--- src/rtl/bvend_pkg.sv ---
// rtl/bvend_pkg.sv - shared definitions for the bvend_change vending controller
// Purpose : FSM state encoding, coin-code constants and coin-value width.
// Contents: ST_* state constants plus state_e enum, COIN_* codes, COIN_VAL_W.
package bvend_pkg;

   localparam logic [1:0] ST_COLLECT = 2'd0;
   localparam logic [1:0] ST_VEND    = 2'd1;
   localparam logic [1:0] ST_CHANGE  = 2'd2;

   typedef enum logic [1:0] {
      E_COLLECT = ST_COLLECT,
      E_VEND    = ST_VEND,
      E_CHANGE  = ST_CHANGE
   } state_e;

   localparam logic [1:0] COIN_NONE = 2'b00;
   localparam logic [1:0] COIN_50C  = 2'b01;
   localparam logic [1:0] COIN_1E   = 2'b10;
   localparam logic [1:0] COIN_2E   = 2'b11;

   // Largest coin is 4 units, so three bits hold any decoded value.
   localparam int COIN_VAL_W = 3;

endpackage

--- src/rtl/bvend_coin_val.sv ---
// rtl/bvend_coin_val.sv - combinational coin-code decoder
// Purpose : map a 2-bit coin code to its value in 50-cent units and flag codes
//           the machine is configured not to accept.
// Ports   : i_coin   - coin code (00 none, 01 50c, 10 1 EUR, 11 2 EUR)
//           o_value  - value in 50-cent units (0 when none or rejected)
//           o_reject - coin present but not acceptable by configuration
module bvend_coin_val
   import bvend_pkg::*;
#(
   parameter int ACCEPT_2E = 1
) (
   input  logic [1:0]            i_coin,
   output logic [COIN_VAL_W-1:0] o_value,
   output logic                  o_reject
);

   always_comb begin
      o_value  = '0;
      o_reject = 1'b0;
      case (i_coin)
         COIN_50C: o_value = 3'd1;
         COIN_1E:  o_value = 3'd2;
         COIN_2E: begin
            if (ACCEPT_2E != 0) o_value  = 3'd4;
            else                o_reject = 1'b1;
         end
         default: ;
      endcase
   end

endmodule

--- src/rtl/bvend_change.sv ---
// rtl/bvend_change.sv - drink vending controller with credit and change return
// Purpose : collect coins, dispense once PRICE is reached, return leftover
//           credit one 50-cent unit per cycle.
// Ports   : clk          - clock, rising edge
//           rst_n        - synchronous active-low reset
//           coin         - coin code sampled every edge
//           cancel       - refund request (honoured only while collecting)
//           take         - customer removed the drink
//           dispense     - high while a drink is ready
//           change_pulse - one 50-cent unit returned per high cycle
//           coin_reject  - one-cycle pulse after a refused coin
//           credit       - current credit in 50-cent units
module bvend_change
   import bvend_pkg::*;
#(
   parameter int PRICE     = 3,
   parameter int CREDIT_W  = 4,
   parameter int ACCEPT_2E = 1
) (
   input  logic                clk,
   input  logic                rst_n,
   input  logic [1:0]          coin,
   input  logic                cancel,
   input  logic                take,
   output logic                dispense,
   output logic                change_pulse,
   output logic                coin_reject,
   output logic [CREDIT_W-1:0] credit
);

   // Credit tops out at PRICE+3 (PRICE-1 held plus a 4-unit coin), so the
   // register must hold that value without wrapping.
   if (PRICE < 1 || PRICE + 3 > (1 << CREDIT_W) - 1) begin : g_bad_params
      $error("bvend_change: PRICE must be >= 1 and PRICE+3 must fit in CREDIT_W bits");
   end

   localparam int SUM_W = CREDIT_W + 1;
   localparam logic [SUM_W-1:0] W_PRICE = SUM_W'(PRICE);

   logic [1:0]            r_state;
   logic [CREDIT_W-1:0]   r_credit;
   logic                  r_reject;

   logic [COIN_VAL_W-1:0] w_value;
   logic                  w_coin_rej;
   logic                  w_coin_seen;
   logic [SUM_W-1:0]      w_sum;
   logic [1:0]            w_state_nxt;
   logic [CREDIT_W-1:0]   w_credit_nxt;
   logic                  w_reject_nxt;

   bvend_coin_val #(
      .ACCEPT_2E (ACCEPT_2E)
   ) u_coin_val (
      .i_coin   (coin),
      .o_value  (w_value),
      .o_reject (w_coin_rej)
   );

   assign w_coin_seen = (coin != COIN_NONE);
   assign w_sum       = {1'b0, r_credit} + SUM_W'(w_value);

   always_comb begin
      w_state_nxt  = r_state;
      w_credit_nxt = r_credit;
      w_reject_nxt = 1'b0;
      case (r_state)
         ST_COLLECT: begin
            if (cancel) begin
               // Cancel wins over a simultaneous coin: the coin is refused.
               w_reject_nxt = w_coin_seen;
               if (r_credit != '0) w_state_nxt = ST_CHANGE;
            end else if (w_coin_rej) begin
               w_reject_nxt = 1'b1;
            end else if (w_sum >= W_PRICE) begin
               w_state_nxt  = ST_VEND;
               w_credit_nxt = CREDIT_W'(w_sum - W_PRICE);
            end else begin
               w_credit_nxt = CREDIT_W'(w_sum);
            end
         end
         ST_VEND: begin
            w_reject_nxt = w_coin_seen;
            if (take) w_state_nxt = (r_credit != '0) ? ST_CHANGE : ST_COLLECT;
         end
         ST_CHANGE: begin
            w_reject_nxt = w_coin_seen;
            // Leave on the 1 -> 0 step; the <= guard also recovers from 0.
            if (r_credit <= CREDIT_W'(1)) begin
               w_state_nxt  = ST_COLLECT;
               w_credit_nxt = '0;
            end else begin
               w_credit_nxt = r_credit - CREDIT_W'(1);
            end
         end
         default: begin
            w_state_nxt  = ST_COLLECT;
            w_credit_nxt = '0;
         end
      endcase
   end

   always_ff @(posedge clk) begin
      if (!rst_n) begin
         r_state  <= ST_COLLECT;
         r_credit <= '0;
         r_reject <= 1'b0;
      end else begin
         r_state  <= w_state_nxt;
         r_credit <= w_credit_nxt;
         r_reject <= w_reject_nxt;
      end
   end

   assign dispense     = (r_state == ST_VEND);
   assign change_pulse = (r_state == ST_CHANGE);
   assign coin_reject  = r_reject;
   assign credit       = r_credit;

endmodule

--- config.mk ---
export PLATFORM = sky130hd
export DESIGN_NAME = bvend_change
export DESIGN_NICKNAME = d
export VERILOG_FILES = /design/src/rtl/bvend_pkg.sv /design/src/rtl/bvend_coin_val.sv /design/src/rtl/bvend_change.sv
export SDC_FILE = /design/constraint.sdc
export NUM_CORES = 1
export LEC_CHECK = 0
export CAP_MARGIN = 20
export CORE_UTILIZATION = 50
export CTS_CLUSTER_DIAMETER = 200
export DETAILED_ROUTE_END_ITERATION = 12
export PLACE_DENSITY = 0.81
export SLEW_MARGIN = 40
export SYNTH_ARGS = -nofsm -noshare
export SYNTH_HDL_FRONTEND = slang
export SYNTH_SLANG_ARGS = --single-unit
--- constraint.sdc ---
create_clock -name clk -period 3.8 [get_ports clk]
set_input_delay 1.14 -clock clk [delete_from_list [all_inputs] [get_ports clk]]
set_output_delay 1.14 -clock clk [all_outputs]
set_load 0.02 [all_outputs]
==> key figures, run 1 <==
Outcome
  – Status: finished clean

Floorplanning
  – Die ar.: 1580 um^2
  – Chip Height: 39.8 um
  – FP Rows: 13
  – # IOs: 13
  – Initial core utilization: 0.542
  – Core Area: 1320 um^2
  – Die width: 39.8 um

Placement
  – GPL Wtd Cong: 0.843
  – Port Buf Inserts: 12
  – DP HPWL: 1.29 mm
  – Post-Place Setup Slack: -0.0546 ns
  – Cell Area, Placed: 853 um^2

Critical path
  – Internal reg-to-reg setup slack: 1.34 ns
  – Critical path fanouts, max: 4
  – CP peak stage delay: 0.54 ns
  – CP bufs+invs: 1
  – Slowest-stage cell, CP: or4_4
  – R2R depth: 6
  – Worst Setup End Kind: flop
  – Reg-to-reg critical path endpoint: credit[1]
  – Crit Path Category: in -> reg
  – CP Launch Type: primary input
  – R2R Path Start: credit[0]
  – Top delay family on crit path: adder cells
  – Critical Path RT: 3.95 ns
  – CP most frequent cell: ha_1
  – Crit path cell chain: clkdlybuf4s50_1 > nor2b_1 > ha_1 > fa_1 > ha_1 > or4_4 > and3_4 > o31a_1
  – Crit path DAT: 3.73 ns

Min path
  – Worst min-delay path startpoint: r_state[1]
  – Hold Crit Class: reg -> reg
  – Hold Path Depth: 2
  – Worst Hold End: r_state[1]

Yosys
  – Top cells by count, synth: 11 x ha_1, 8 x nand2_1, 7 x dfxtp_1, 7 x o21ai_0
  – Register area share after synthesis: 0.196
  – Ys async rst share: 0
  – Syn Nets: 107
  – Syn avg cell area: 8.03 um^2
  – Yosys top cell area share: 0.196
  – Dominant cell type by area after synthesis: dfxtp_1
  – Post-synth EDFFs: 0
  – Top_reg_cell synth: dfxtp_1
  – Cells after Synth: 89
  – Most common cell in the netlist: ha_1
  – Mapped cell area: 714 um^2
  – Unique masters post-synth: 35
  – Ys Warns: 0
  – Flops & latches, synth: 7
  – Synth area leaders: dfxtp_1 20%, ha_1 19%, o21ai_0 4.9%

GRT
  – Vias in the first global route: 566
  – Initial antenna violation count: 0
  – Largest net degree at the start of global routing: 12
  – Remaining Overflow, GRT: 0
  – Total routing usage reported by global routing: 0.229
  – First-pass GRT wire length: 2.36 mm

Finish
  – Design Area, Final: 880 um^2
  – Diode count: 0
  – Synthesis-to-layout area growth: 23.1%
  – Share of layout cells above drive strength 1: 0.0962
  – NumNets Final: 123

Timing
  – Hold Slack: 0.539 ns
  – RSZ-0062 raised after global routing: no
  – Hold violation count in the final report: 0
  – Setup ws final: 0.219 ns
  – Slew HR: 0.627
  – Endpoints failing setup: 0
  – Final cycle utilization of the critical path: 0.942
  – Final Max Slew Viols: 0
  – Peak Freq: 279 MHz
  – Least-Margin Pin Slew: 0.555 ns
  – Skew final: 0.00780 ns
  – Final Critical Period: 3.58 ns

Routing
  – DRT Pass-1 Iters: 4
  – Vias per inst: 5.83
  – WL/cell: 13.8 um
  – DRT iter0 DRCs: 19
  – DRC violations left: 0
  – DR vias: 694
  – Post-DRT Antenna Nets: 0
  – DRT Wirelength: 1.64 mm

Clocking
  – Cts bufs inserted: 3
  – CTS tree: yes
  – H-tree levels: 1
  – Clk_lat worst skew: 0.26 ns
  – Clock buffer depth: 2
  – Clock root buffer: clkbuf_4
  – Hold Buf Count CTS: 0
  – Post-CTS Resized: 0
  – CTS Sinks: 7
  – Reg clk slew, reported paths: 0.06 ns
  – Post-CTS Setup Bufs: 0

Power
  – VDD IR max: 0.435 mV
  – PD cells: 856 nW/um^2
  – Tot Pwr: 753 uW
  – Pleak: 0.000390 uW

Job
  – Max-Cap Viols: 0
==> per-layer routing <==
layer	GRT usage	share of wire
met1	0.279	0.46
met2	0.365	0.48
met3	0.0511	0.036
met4	0.121	0.023
met5	0	0
==> kinds of logic (layout without fill, tap and decap cells) <==
| logic type | count (synthesis) | after routing | synth area share |
|---|---|---|---|
| buffers and inverters | 8 | 23 | 0.0420 |
| xor gates and xnor gates | 3 | 3 | 0.0473 |
| muxes | 1 | 1 | 0.0140 |
| and+or+nand+nor | 33 | 33 | 0.257 |
| adders and majority gates | 12 | 12 | 0.221 |
| AOI/OAI and AO/OA | 25 | 25 | 0.222 |
| DFF | 7 | 7 | 0.196 |
==> layout by cell type, fill, tap and decap left out, drive strengths merged, types with 2 or more instances in the layout <==
cell type and instances:
ha 11, and3 2, clkdlybuf4s50 12, nor2b 3
o22ai 3, dfxtp 7, nor2 6, o21ai 7
clkbuf 4, a21oi 6, inv 6, o31ai 2
nand3 3, nor4 2, nand2 9, xnor2 2
and2 3
==> report_power, final <==
group          internal, uW  switching, uW  total (uW)
registers               103           44.2         148
clock network          40.2           29.8        70.0
logic                   248            287         535
total                   392            361         753
==> metrics by stage <==
| step | utilization | TNS, ns | cells |
|---|---|---|---|
| finish | 0.668 | 0 | 119 |
| global route | 0.668 | 0 | 119 |
| CTS | 0.668 | 0 | 119 |
| detailed placement | 0.648 | -0.0658 | 115 |
| global placement | 0.648 | 0 | 115 |
| floorplan | - | 0 | 89 |
==> tightest hold or removal path, delay by kind of cell (launching register included) <==
kind,cells,cell delay (ns)
DFF,1,0.35
muxes,1,0.06
and+or+nand+nor,1,0.08
==> sequential cells by signal, indices dropped and copies added (netlist names) <==
signal / count
credit: 4
coin_reject: 1
r_state: 2
==> how the worst max path moves through the flow <==
stage                       start        end  slack (ns)  depth (start not counted)
after floorplan           coin[0]  credit[1]        0.55                          7
after global placement    coin[0]  credit[1]        0.09                          8
after detailed placement  coin[0]  credit[1]       -0.05                          8
after CTS                 coin[0]  credit[1]        0.21                          8
after global routing      coin[0]  credit[1]        0.12                          8
final                     coin[0]  credit[1]        0.22                          8
==> area by class of cell <==
type	count	area (um^2)
tap	15	18.8
clock buffer	4	26.3
inverter	6	22.5
fill	112	438
sequential	7	140
multi-input combinational	74	544
timing repair buffer	13	128
No activity file was read; power rests on OpenSTA's default activity.
==> inputs of run 2 (changes only) <==
--- a/config.mk
+++ b/config.mk
@@ -6,7 +6,10 @@
 export NUM_CORES = 1
 export LEC_CHECK = 0
 export CAP_MARGIN = 20
-export CORE_UTILIZATION = 50
+export CELL_PAD_IN_SITES_DETAIL_PLACEMENT = 0
+export CELL_PAD_IN_SITES_GLOBAL_PLACEMENT = 1
+export CORE_ASPECT_RATIO = 0.8
+export CORE_UTILIZATION = 37
 export CTS_CLUSTER_DIAMETER = 200
 export DETAILED_ROUTE_END_ITERATION = 12
 export PLACE_DENSITY = 0.81
==> run 2 against run 1 <==
Effect of this change:
- sequential share of layout area decreased by 0.29 points
- register-to-register slack improved by 0.06 ns
- sequential cell count unchanged
- largest cell class unchanged
- die area increased by 33%
- cell count increased by 6.7%
- non-clock buffer count increased by 1
- maximum frequency increased by 1.2%
- clock skew decreased by 0.0017 ns
- largest power group unchanged
- utilization decreased by 14 points
- clock power decreased by 2%
- hold slack got worse by 0.024 ns
==> key figures, run 2 (synthesis gave the netlist of run 1 again) <==
Clocking
  – CTS tree: yes
  – Cts bufs inserted: 3 (unchanged)
  – Clock root buffer: clkbuf_4
  – Post-CTS Setup Bufs: 0 (unchanged)
  – Reg clk slew, reported paths: 0.06 ns (about the same)
  – Hold Buf Count CTS: 0 (unchanged)
  – CTS Sinks: 7 (unchanged)
  – Post-CTS Resized: 0 (unchanged)
  – Clock buffer depth: 2 (unchanged)
  – Clk_lat worst skew: 0.25 ns (about the same)
  – H-tree levels: 1 (unchanged)

Power
  – Clock power frac: 0.091 (-0.002)
  – VDD IR max: 0.413 mV (-5.0%)
  – Pleak: 0.000394 uW (+1.2%)
  – Tot Pwr: 754 uW (+0.14%)
  – Sw power: 349 uW (-3.4%)
  – PD cells: 842 nW/um^2 (-1.7%)
  – Part of the power in registers: 0.193 (-0.003)
  – Pint: 405 uW (+3.4%)
  – Switching Share: 0.463 (-0.0170)
  – Comb pwr share: 0.716 (+0.005)

Timing
  – Skew final: 0.00609 ns (-0.00171 ns)
  – Hold violation count in the final report: 0 (unchanged)
  – Hold Slack: 0.515 ns (-0.0236 ns)
  – Setup TNS: 0 ns (unchanged)
  – Least-Margin Pin Slew: 0.502 ns (-0.0525 ns)
  – Slew HR: 0.662 (+0.0355)
  – Final cycle utilization of the critical path: 0.932 (-0.0108)
  – Final Max Slew Viols: 0 (unchanged)
  – RSZ-0062 raised after global routing: no
  – Peak Freq: 283 MHz (+1.2%)
  – Endpoints failing setup: 0 (unchanged)
  – Final Critical Period: 3.54 ns (-0.0411 ns)

Routing
  – DRT Wirelength: 1.56 mm (-4.9%)
  – DRC violations left: 0 (unchanged)
  – DR vias: 684 (-1.4%)
  – WL/cell: 12.3 um (-11%)
  – DRT iter0 DRCs: 14 (-5)
  – Vias per inst: 5.39 (-7.6%)
  – DRT Pass-1 Iters: 4 (unchanged)
  – Post-DRT Antenna Nets: 0 (unchanged)

Finish
  – Synthesis-to-layout area growth: 25.4%
  – Largest register FFs: 4 (unchanged)
  – Design Area, Final: 896 um^2 (+1.8%)
  – NumNets Final: 124 (+0.81%)
  – Fill count: 162 (+45%)
  – Most frequent cells in the layout: 12 x clkdlybuf4s50_1, 11 x ha_1, 8 x nand2_1, 7 x o21ai_0, 7 x dfxtp_1
  – Diode count: 0 (unchanged)
  – Multi-input logic area: 544 um^2 (unchanged)
  – Commonest non-fill, non-tap cell in the layout: clkdlybuf4s50_1
  – Reg area: 140 um^2 (unchanged)
  – Share of layout cells above drive strength 1: 0.105 (+0.00861)

Min path
  – Hold Crit Class: reg -> reg
  – Worst min-delay path startpoint: r_state[1]

GRT
  – Remaining Overflow, GRT: 0 (unchanged)
  – First-pass GRT wire length: 2.62 mm (+11%)
  – Vias in the first global route: 623 (+10%)
  – Largest net degree at the start of global routing: 12 (unchanged)
  – Initial antenna violation count: 0 (unchanged)
  – Total routing usage reported by global routing: 0.179 (-0.0500)

Placement
  – DP HPWL: 1.26 mm (-2.5%)
  – GPL Wtd Cong: 0.796 (-5.6%)
  – Port Buf Inserts: 12 (unchanged)
  – Cell Area, Placed: 870 um^2 (+1.9%)

Critical path
  – CP Launch Type: primary input
  – R2R Path Start: credit[0]
  – Critical Path RT: 3.94 ns (about the same)
  – Crit path DAT: 3.68 ns (-0.05 ns)
  – Crit Path Category: in -> reg
  – Worst Setup End Kind: flop
  – Critical path fanouts, max: 4 (unchanged)
  – Critical path origin: coin[0]

Floorplanning
  – FP Rows: 13 (unchanged)
  – Chip Height: 41.3 um (+3.8%)
  – Die ar.: 2110 um^2 (+33%)
  – Die width: 51.1 um (+28%)
  – Initial core utilization: 0.418 (-0.124)
  – Core Area: 1710 um^2 (+30%)
  – # IOs: 13 (unchanged)

Job
  – Max-Cap Viols: 0 (unchanged)

Outcome
  – Status: finished clean
## run 2: cell types whose count changed in the layout (fill, tap and decap cells not counted)
cell | previous run | this run
buf_4 | 1 | 2
## run 2: layout make-up
cell class | instances | share of cell area
multi-input combinational | 74 | 0.608
sequential | 7 | 0.156
timing repair buffer | 14 | 0.151
tap | 22 | 0.0307
clock buffer | 4 | 0.0293
inverter | 6 | 0.0251
## run 2: worst paths after layout
path | slack (ns) | depth (start not counted) | end
worst max register to register | 1.40 | 6 | credit[1]
worst min-delay path | 0.52 | 2 | r_state[1]
worst min register to register | 0.52 | 2 | r_state[1]
worst max-delay path | 0.26 | 8 | credit[1]
## run 2: routing by layer
layer	track usage	vias to the layer above	wire length, um
met5	0	-	0
met4	0.111	0	30
met3	0.0326	4	48
met2	0.276	15	630
met1	0.236	311	848
li1	-	354	-
## run 2: power groups by stage
stage | combinational (uW) | sequential, uW | clock, uW
2_1_floorplan | 372 | 156 | 0
3_3_place_gp | 529 | 148 | 0
3_5_place_dp | 540 | 147 | 0
4_1_cts | 544 | 145 | 69.8
5_1_grt | 604 | 152 | 74.9
6_report | 540 | 146 | 68.3
## run 2: metrics by stage
step / worst slack (ns) / utilization / cells
3_3_place_gp: 0.0766 / 0.509 / 123
5_1_grt: 0.148 / 0.525 / 127
3_5_place_dp: -0.0158 / 0.509 / 123
4_1_cts: 0.241 / 0.525 / 127
2_1_floorplan: 0.549 / - / 89
6_report: 0.260 / 0.525 / 127
## run 2: worst max-delay path: stages
cell and delay, ns:
clkdlybuf4s50_1 0.51, nor2b_1 0.16, ha_1 0.20, fa_1 0.45, ha_1 0.24, or4_4 0.53
and3_4 0.19, o31a_1 0.26
==> inputs of run 3 (changes only) <==
--- a/config.mk
+++ b/config.mk
@@ -5,10 +5,12 @@
 export SDC_FILE = /design/constraint.sdc
 export NUM_CORES = 1
 export LEC_CHECK = 0
+export ABC_CLOCK_PERIOD_IN_PS = 3800
 export CAP_MARGIN = 20
 export CELL_PAD_IN_SITES_DETAIL_PLACEMENT = 0
 export CELL_PAD_IN_SITES_GLOBAL_PLACEMENT = 1
 export CORE_ASPECT_RATIO = 0.8
+export CORE_MARGIN = 4
 export CORE_UTILIZATION = 37
 export CTS_CLUSTER_DIAMETER = 200
 export DETAILED_ROUTE_END_ITERATION = 12
==> run 3 against run 2 <==
Effect of this change:
- via count is 0.15% lower
- count of clock-buffer cells in the layout stayed put
- sequential share of layout area stayed put
- routed wire length is 3.4% higher
- clock skew is 0.0026 ns lower
- largest power group unchanged
==> key figures, run 3 (synthesis gave the netlist of run 1 again) <==
Timing
  – Skew final: 0.00344 ns (-0.00265 ns)
  – Endpoints failing setup: 0 (unchanged)
  – Peak Freq: 287 MHz (+1.5%)
  – Final Max Slew Viols: 0 (unchanged)
  – RSZ-0062 raised after global routing: no
  – Final cycle utilization of the critical path: 0.918 (-0.0134)
  – Hold violation count in the final report: 0 (unchanged)
  – Least-Margin Pin Slew: 0.508 ns (+0.00568 ns)
  – Final Critical Period: 3.49 ns (-0.0511 ns)
  – Setup TNS: 0 ns (unchanged)
  – Slew HR: 0.659 (-0.00382)

Power
  – Clock power frac: 0.090 (about the same)
  – Part of the power in registers: 0.197 (+0.004)
  – Sw power: 350 uW (+0.33%)
  – VDD IR max: 0.360 mV (-13%)
  – Switching Share: 0.464 (+0.00104)
  – PD cells: 843 nW/um^2 (+0.11%)
  – Comb pwr share: 0.713 (-0.003)
  – Tot Pwr: 755 uW (+0.11%)
  – Pint: 405 uW (about the same)
  – Pleak: 0.000394 uW (unchanged)

Floorplanning
  – # IOs: 13 (unchanged)
  – Die width: 57.1 um (+12%)
  – Die ar.: 2700 um^2 (+28%)
  – Initial core utilization: 0.414 (-0.00395)
  – FP Rows: 13 (unchanged)
  – Core Area: 1720 um^2 (+0.95%)
  – Chip Height: 47.3 um (+15%)

Routing
  – Vias per inst: 5.38 (-0.15%)
  – DR vias: 683 (-0.15%)
  – Post-DRT Antenna Nets: 0 (unchanged)
  – DRT iter0 DRCs: 15 (+1)
  – DRT Pass-1 Iters: 4 (unchanged)
  – WL/cell: 12.7 um (+3.4%)
  – DRT Wirelength: 1.61 mm (+3.4%)
  – DRC violations left: 0 (unchanged)

Critical path
  – CP bufs+invs: 1 (unchanged)
  – CP Launch Type: primary input
  – Crit path cell chain: clkdlybuf4s50_1 > nor2b_1 > ha_1 > fa_1 > ha_1 > or4_4 > and3_4 > o31a_1
  – CP most frequent cell: ha_1
  – Top delay family on crit path: adder cells
  – Worst Setup End Kind: flop
  – Crit path DAT: 3.63 ns (-0.05 ns)
  – Slowest-stage cell, CP: or4_4
  – CP peak stage delay: 0.53 ns (about the same)
  – Critical path fanouts, max: 4 (unchanged)
  – Crit Path Category: in -> reg
  – Critical Path RT: 3.94 ns (about the same)

GRT
  – Vias in the first global route: 598 (-4.0%)
  – Total routing usage reported by global routing: 0.130 (-0.0489)
  – Remaining Overflow, GRT: 0 (unchanged)
  – Largest net degree at the start of global routing: 12 (unchanged)
  – First-pass GRT wire length: 2.60 mm (-0.80%)
  – Initial antenna violation count: 0 (unchanged)

Clocking
  – Post-CTS Setup Bufs: 0 (unchanged)
  – Clock buffer depth: 2 (unchanged)
  – Post-CTS Resized: 0 (unchanged)
  – Cts bufs inserted: 3 (unchanged)
  – Hold Buf Count CTS: 0 (unchanged)
  – H-tree levels: 1 (unchanged)
  – Clock root buffer: clkbuf_4
  – Clk_lat worst skew: 0.25 ns (about the same)
  – Reg clk slew, reported paths: 0.05 ns (about the same)
  – CTS tree: yes
  – CTS Sinks: 7 (unchanged)

Finish
  – Commonest non-fill, non-tap cell in the layout: clkdlybuf4s50_1
  – Design Area, Final: 896 um^2 (unchanged)
  – Fin util: 0.520 (-0.00495)
  – Most frequent cells in the layout: 12 x clkdlybuf4s50_1, 11 x ha_1, 8 x nand2_1, 7 x o21ai_0, 7 x dfxtp_1
  – Largest register FFs: 4 (unchanged)
  – Diode count: 0 (unchanged)
  – Synthesis-to-layout area growth: 25.4% (unchanged)
  – Share of layout cells above drive strength 1: 0.105 (unchanged)
  – NumNets Final: 124 (unchanged)

Outcome
  – Status: finished clean

Placement
  – Cell Area, Placed: 870 um^2 (unchanged)
  – DP HPWL: 1.31 mm (+4.1%)
  – GPL Wtd Cong: 0.729 (-8.4%)
  – Port Buf Inserts: 12 (unchanged)

Min path
  – Hold Crit Class: reg -> reg

Job
  – Max-Cap Viols: 0 (unchanged)
-- run 3: worst reg2reg max path, cell delays in order, from the launching register on --
cell and delay, ns:
dfxtp_1 0.42, ha_1 0.22, fa_1 0.45, ha_1 0.23
or4_4 0.53, and3_4 0.19, o31a_1 0.26
-- run 3: layout make-up --
type / count / area [um^2]
multi-input combinational: 74 / 544
timing repair buffer: 14 / 135
inverter: 6 / 22.5
clock buffer: 4 / 26.3
fill: 161 / 828
tap: 22 / 27.5
sequential: 7 / 140
-- run 3: per-layer routing --
| layer | share of wire | routed length (um) | GRT usage |
|---|---|---|---|
| met2 | 0.44 | 708 | 0.214 |
| met1 | 0.51 | 827 | 0.159 |
| met3 | 0.019 | 30 | 0.0247 |
| met4 | 0.028 | 45 | 0.0833 |
| met5 | 0 | 0 | 0 |
-- run 3: per-stage QoR --
step | cells | hold slack [ns] | worst slack, ns
5_1_grt | 127 | 0.573 | 0.191
6_report | 127 | 0.515 | 0.311
2_1_floorplan | 89 | 0.468 | 0.549
3_3_place_gp | 123 | 0.499 | 0.0745
4_1_cts | 127 | 0.516 | 0.307
3_5_place_dp | 123 | 0.503 | 0.0337
-- run 3: final timing paths --
path                                 start          to  slack (ns)  depth (start not counted)
worst max-delay path               coin[0]   credit[1]        0.31                          8
worst min-delay path            r_state[1]  r_state[1]        0.52                          2
worst max register to register   credit[0]   credit[1]        1.39                          6
worst min register to register  r_state[1]  r_state[1]        0.52                          2
-- run 3: power by group through the flow --
stage | Sequential (uW) | Clock [uW] | Combinational (uW)
2_1_floorplan | 156 | 0 | 372
3_3_place_gp | 148 | 0 | 532
3_5_place_dp | 151 | 0 | 536
4_1_cts | 149 | 69.5 | 540
5_1_grt | 155 | 74.4 | 593
6_report | 149 | 68.1 | 538
